`src/rtl/score_argmax.sv`:
```
// score_argmax: per-image argmax over NUM_CLASSES signed scores; tie rule set by ARGMAX_TIE_LAST_EN
module score_argmax #(
    parameter int NUM_CLASSES = 10,
    parameter int SCORE_W     = 16,
    parameter int NUM_IMAGES  = 10
) (
    input  logic               clk,
    input  logic               reset,
    input  logic               flush,
    input  logic               in_valid,
    input  logic [SCORE_W-1:0] in_score,
    output logic               in_ready,
    output logic               out_valid,
    input  logic               out_ready,
    output logic [3:0]         out_class,
    output logic [SCORE_W-1:0] out_score,
    output logic [3:0]         out_image,
    output logic               batch_done
);
`ifdef ARGMAX_TIE_LAST_EN
    localparam bit TIE_LAST = 1'b1;
`else
    localparam bit TIE_LAST = 1'b0;
`endif
    logic [3:0]         cls_q, cls_d, arg_q, arg_d, out_class_q, out_class_d, out_image_q, out_image_d;
    logic [SCORE_W-1:0] max_q, max_d, out_score_q, out_score_d;
    logic               out_valid_q, out_valid_d;
    logic               acc, hs, last, take, done;
    logic [3:0]         new_arg;
    logic [SCORE_W-1:0] new_max;
    assign in_ready   = !out_valid_q || out_ready;
    assign out_valid  = out_valid_q;
    assign out_class  = out_class_q;
    assign out_score  = out_score_q;
    assign out_image  = out_image_q;
    assign batch_done = hs && !flush && out_image_q == 4'(NUM_IMAGES - 1);
    // next-state: running argmax over the group and the held result slot
    always_comb begin
        acc         = in_valid && in_ready;
        hs          = out_valid_q && out_ready;
        last        = cls_q == 4'(NUM_CLASSES - 1);
        take        = cls_q == 4'd0 || (TIE_LAST ? $signed(in_score) >= $signed(max_q)
                                                 : $signed(in_score) > $signed(max_q));
        new_max     = take ? in_score : max_q;
        new_arg     = take ? cls_q : arg_q;
        done        = acc && last && !flush;
        max_d       = acc ? new_max : max_q;
        arg_d       = acc ? new_arg : arg_q;
        cls_d       = flush ? 4'd0 : acc ? (last ? 4'd0 : cls_q + 4'd1) : cls_q;
        out_valid_d = flush ? 1'b0 : done ? 1'b1 : hs ? 1'b0 : out_valid_q;
        out_class_d = done ? new_arg : out_class_q;
        out_score_d = done ? new_max : out_score_q;
        out_image_d = flush ? 4'd0 : hs ? (out_image_q == 4'(NUM_IMAGES - 1) ? 4'd0 : out_image_q + 4'd1) : out_image_q;
    end
    // state registers, cleared immediately by reset
    always_ff @(posedge clk or posedge reset) begin
        if (reset) begin
            cls_q       <= '0;
            arg_q       <= '0;
            max_q       <= '0;
            out_valid_q <= 1'b0;
            out_class_q <= '0;
            out_score_q <= '0;
            out_image_q <= '0;
        end else begin
            cls_q       <= cls_d;
            arg_q       <= arg_d;
            max_q       <= max_d;
            out_valid_q <= out_valid_d;
            out_class_q <= out_class_d;
            out_score_q <= out_score_d;
            out_image_q <= out_image_d;
        end
    end
endmodule

```
`config.mk`:
```
export PLATFORM = sky130hd
export DESIGN_NAME = score_argmax
export DESIGN_NICKNAME = d
export VERILOG_FILES = /design/src/rtl/score_argmax.sv
export SDC_FILE = /design/constraint.sdc
export NUM_CORES = 1
export LEC_CHECK = 0
export CORE_MARGIN = 4
export CORE_UTILIZATION = 40
export DETAILED_ROUTE_END_ITERATION = 6
export SETUP_SLACK_MARGIN = 0.02
export SLEW_MARGIN = 20
export SYNTH_ARGS = -nofsm -noshare
export SYNTH_HDL_FRONTEND = slang
export SYNTH_SLANG_ARGS = --single-unit
```
`constraint.sdc`:
```
create_clock -name clk -period 2.9 [get_ports clk]
set_clock_uncertainty 0.2 [all_clocks]
set_input_delay 0.58 -clock clk [delete_from_list [all_inputs] [get_ports clk]]
set_output_delay 0.58 -clock clk [all_outputs]
set_load 0.05 [all_outputs]
```
# Word-level counts from Yosys, hierarchy flattened
# Index checks and enable logic that the tools add are counted.
[totals]
regBits = 49
in_bits = 21
out_inout_bits = 27
[classes]
n_addsub = 2
order_cmp = 1
eq_ne = 2
n_mux = 11
n_reduce_logical = 14
[ops]
columns = ["op", "count"]
rows = [
  ["$mux 4", 7],
  ["$gt 16x16->1", 1],
  ["$mux 16", 1],
  ["$add 4x1->4 const B", 2],
  ["$eq 4x4->1 const B", 2],
  ["$logic_and 1x1->1", 6],
  ["$logic_not 4->1", 1],
  ["$reduce_bool 2->1", 2],
  ["$mux 1", 3],
  ["$reduce_bool 3->1", 1],
  ["$logic_not 1->1", 2],
  ["$logic_or 1x1->1", 2],
]

# Logic depth before layout (Yosys ltp)
# Gate-level depths: netlist (run 1).
[logic_depth]
ltp_word = 7
ltp_mapped = 9
mapped_depth_nobuf = 8

# Least setup slack after synthesis (run 1)
# No wires, ideal clock.
[synth_path]
kind = "register to output"
start = "register out_image_q[0], in the netlist out_image[0]"
end = "output batch_done"
t_arrival_ps = 2062
required_ps = 2120
setup_slack_ps = 58
stages_incl_launch_ff = 4
cell_sequence = "dfrtp_1 -> ha_1 -> nand3b_1 -> nor3_1"
[synth_between]
elab_chain_cells = 2
[synth_lines]
columns = ["item", "line_no", "text"]
rows = [
  ["from (decl)", "25", "logic [3:0] cls_q, cls_d, arg_q, arg_d, out_class_q, out_class_d, out_image_q, out_image_d;"],
  ["from (signal assigned)", "72", "out_image_q <= out_image_d;"],
  ["$eq 4x4->1", "36", "assign batch_done = hs && !flush && out_image_q == 4'(NUM_IMAGES - 1);"],
  ["$logic_and 1x1->1", "36", ""],
  ["to (decl)", "18", "output logic batch_done"],
]
# No other way between the ends.

# Final worst setup path (run 1)
[layout_path]
start = "input in_score[13]"
end = "register max_q[10]"
[layout_between]
elab_chain_cells = 3
[layout_lines]
columns = ["item", "line_no", "text"]
rows = [
  ["from (decl)", "11", "input logic [SCORE_W-1:0] in_score,"],
  ["$gt 16x16->1", "43", ": $signed(in_score) > $signed(max_q));"],
  ["$logic_or 1x1->1", "42", "take = cls_q == 4'd0 || (TIE_LAST ? $signed(in_score) >= $signed(max_q)"],
  ["$mux 16", "44", "new_max = take ? in_score : max_q;"],
  ["to (signal assigned)", "68", "max_q <= max_d;"],
  ["to (decl)", "26", "logic [SCORE_W-1:0] max_q, max_d, out_score_q, out_score_d;"],
]
# No other way between the ends.
# A chain may end at the register's enable or synchronous reset.

==> run summary, run 1 <==
Hold WC Path Type -> flip-flop to flip-flop
clk sink count -> 49
CTS buffer count -> 5
Hold Slack -> 302 ps
routed wire length -> 6.64 mm
Final Cycle Share -> 0.963
CTS root buf -> clkbuf_8
initial core utilization -> 0.410
worst-skew pair later-pin latency -> 300 ps
crit path capture type -> flip-flop
P&R area growth vs syn -> 40.1%
synthesized net count -> 322
vias in the first global route -> 2340
I/O Buffers -> 47
count leader, synth -> dfrtp_1
clk buf depth -> 2
overall power consumption -> 2.09 mW
Mapped Area -> 2770 um^2
dpl hpwl -> 4.42 mm
Tmin final -> 2790 ps
Antenna Violating Nets Remaining -> 0
first-pass GRT wire length -> 11.4 mm
GPL Wtd Cong -> 0.758
Synth top area share -> 0.443
drc violations -> 0
Crit Path Class -> input pin to flip-flop
YS warnings -> 0
height of the die -> 91.2 um
Unique masters post-synth -> 40
critical path arrival -> 2780 ps
Hold Crit Depth -> 1
worst vdd ir -> 0.000259 V
GRT Residual Overflow -> 0
# Max-Cap Violations -> 0
status -> completed
top post-synthesis cells by area -> dfrtp_1 (44%), ha_1 (9.5%), mux2_1 (7.3%)
CTS H-tree depth -> 2
clock-pin slew of the registers on the worst-case setup and hold paths -> 90 ps
Synth top cells by count -> dfrtp_1 (49), nor2_1 (28), a21oi_1 (27), o21ai_0 (27)
Post-synth EDFFs -> 0
Yosys reg bits -> 49
DIE AREA -> 8320 um^2
ys flop type -> dfrtp_1
RSZ-0062 raised after global routing -> no
Post-layout nets -> 390
layout cell share with drive strength beyond 1 -> 0.206
pwr dens -> 539 nW/um^2
TritonCTS clock tree -> yes
Static Leakage -> 1.74 nW
R2R cell count -> 12
Avg WL per Cell -> 15.5 um
slew margin rel. -> 0.539
dominant cell type by area after synthesis -> dfrtp_1
f_max -> 358 MHz
Pre-Repair DR Iteration Count -> 4
Seq/Total Area, Yosys -> 0.443
reg-to-reg slack, setup -> 190 ps
Post-synth ARST share -> 1.00
Gate Count Post-Synth -> 280
initial antenna violation count -> 0
Mapped Avg Cell Area -> 9.89 um^2
hold_buf cts -> 0
Final Worst Setup Slack -> 108 ps
final setup fails -> 0
IO Pins -> 48
Critical Path RT -> 2890 ps
Core Rows -> 30
CORE AREA -> 6760 um^2
Tightest Pin Transition -> 691 ps
drt via density -> 5.37
Antenna diodes -> 0
Final Max Slew Viols -> 0
largest net degree at the start of global routing -> 37
Tot GR Track Use -> 0.169
final hold violation count -> 0
pre-CTS setup slack -> -510 ps
worst-path maximum fanout -> 7
die width -> 91.2 um
final core occ -> 0.574
Iter 0 DRT Violations -> 81
startpoint types -> input pin
DR vias -> 2302
==> report_power, final <==
group | internal [mW] | total, mW | switching [mW]
sequential | 0.751 | 0.790 | 0.0391
clock | 0.343 | 0.580 | 0.237
combinational | 0.324 | 0.721 | 0.397
total | 1.42 | 2.09 | 0.673
==> cells in the final DEF (no fill, tap or decap), types with 6 or more instances in the layout <==
cell and count:
ha_1 13, nand2_1 14, mux2_4 6, nor2_1 28, mux2_1 12, a21oi_1 25
buf_4 22, inv_1 19, clkdlybuf4s50_1 31, dfrtp_1 49, dlygate4sd2_1 7, o21ai_0 25
ha_4 8, o31a_1 15
==> per-stage QoR <==
step / cell area (um^2) / setup TNS, ps / cells
after floorplan: 2770 / 0 / 280
after global placement: 3500 / -15970 / 416
after detailed placement: 3500 / -17270 / 416
after CTS: 3830 / 0 / 428
after global routing: 3880 / 0 / 429
final: 3880 / 0 / 429
==> final timing paths <==
kind | start | end
hold reg to reg | max_q[4] | max_q[4]
setup reg to reg | max_q[5] | arg_q[3]
min in group asynchronous | reset | out_score[10]
setup / recovery | in_score[13] | max_q[10]
hold / removal | max_q[4] | max_q[4]
max in group asynchronous | reset | arg_q[3]
==> sequential cells by signal, summed over array words and instances, names as in the netlist <==
register   count
out_class      4
out_score     16
out_image      4
cls_q          4
arg_q          4
max_q         16
out_valid      1
==> area by class of cell <==
type / instances / area (um^2)
fill: 602 / 2880
multi-input combinational: 197 / 1600
sequential: 49 / 1230
timing repair buffer: 74 / 737
tap: 80 / 100
inverter: 21 / 78.8
clock buffer: 5 / 68.8
clock inverter: 3 / 65.1
==> worst max-delay path, cell delays in order <==
cell and delay, ps:
dlygate4sd2_1 280, ha_4 300, nand4_4 160, nor3_4 240, nor3_1 110, o31a_2 340, o21ai_4 200, buf_6 140
buf_16 120, mux2_1 310
==> logic make-up after synthesis <==
| group | share of synthesized area |
|---|---|
| buffers and inverters | 0.0520 |
| muxes | 0.0768 |
| DFF | 0.443 |
| adders and majority gates | 0.0949 |
| and+or+nand+nor | 0.133 |
| AOI/OAI and AO/OA | 0.201 |
==> layer usage <==
layer  wire [um]  up-vias  global-route usage
li1            -     1141                   -
met1        3210     1115               0.226
met2        3120       36               0.276
met3         202       10              0.0323
met4         104        0              0.0528
met5           0        -                   0
==> what timing repair did <==
item,4_1_cts,5_1_grt
setup endpoints to repair,38,28
resized for setup,34,17
pin swaps,14,13
cloned,1,0
setup buffers,4,1
Note: power is estimated with default switching activity, not from simulation.
==> run 2: changes to the inputs <==
--- a/config.mk
+++ b/config.mk
@@ -5,6 +5,7 @@
 export SDC_FILE = /design/constraint.sdc
 export NUM_CORES = 1
 export LEC_CHECK = 0
+export CAP_MARGIN = 0
 export CORE_MARGIN = 4
 export CORE_UTILIZATION = 40
 export DETAILED_ROUTE_END_ITERATION = 6
==> results of run 2 <==
Final layout, timing and power as in run 1 (identical DEF).
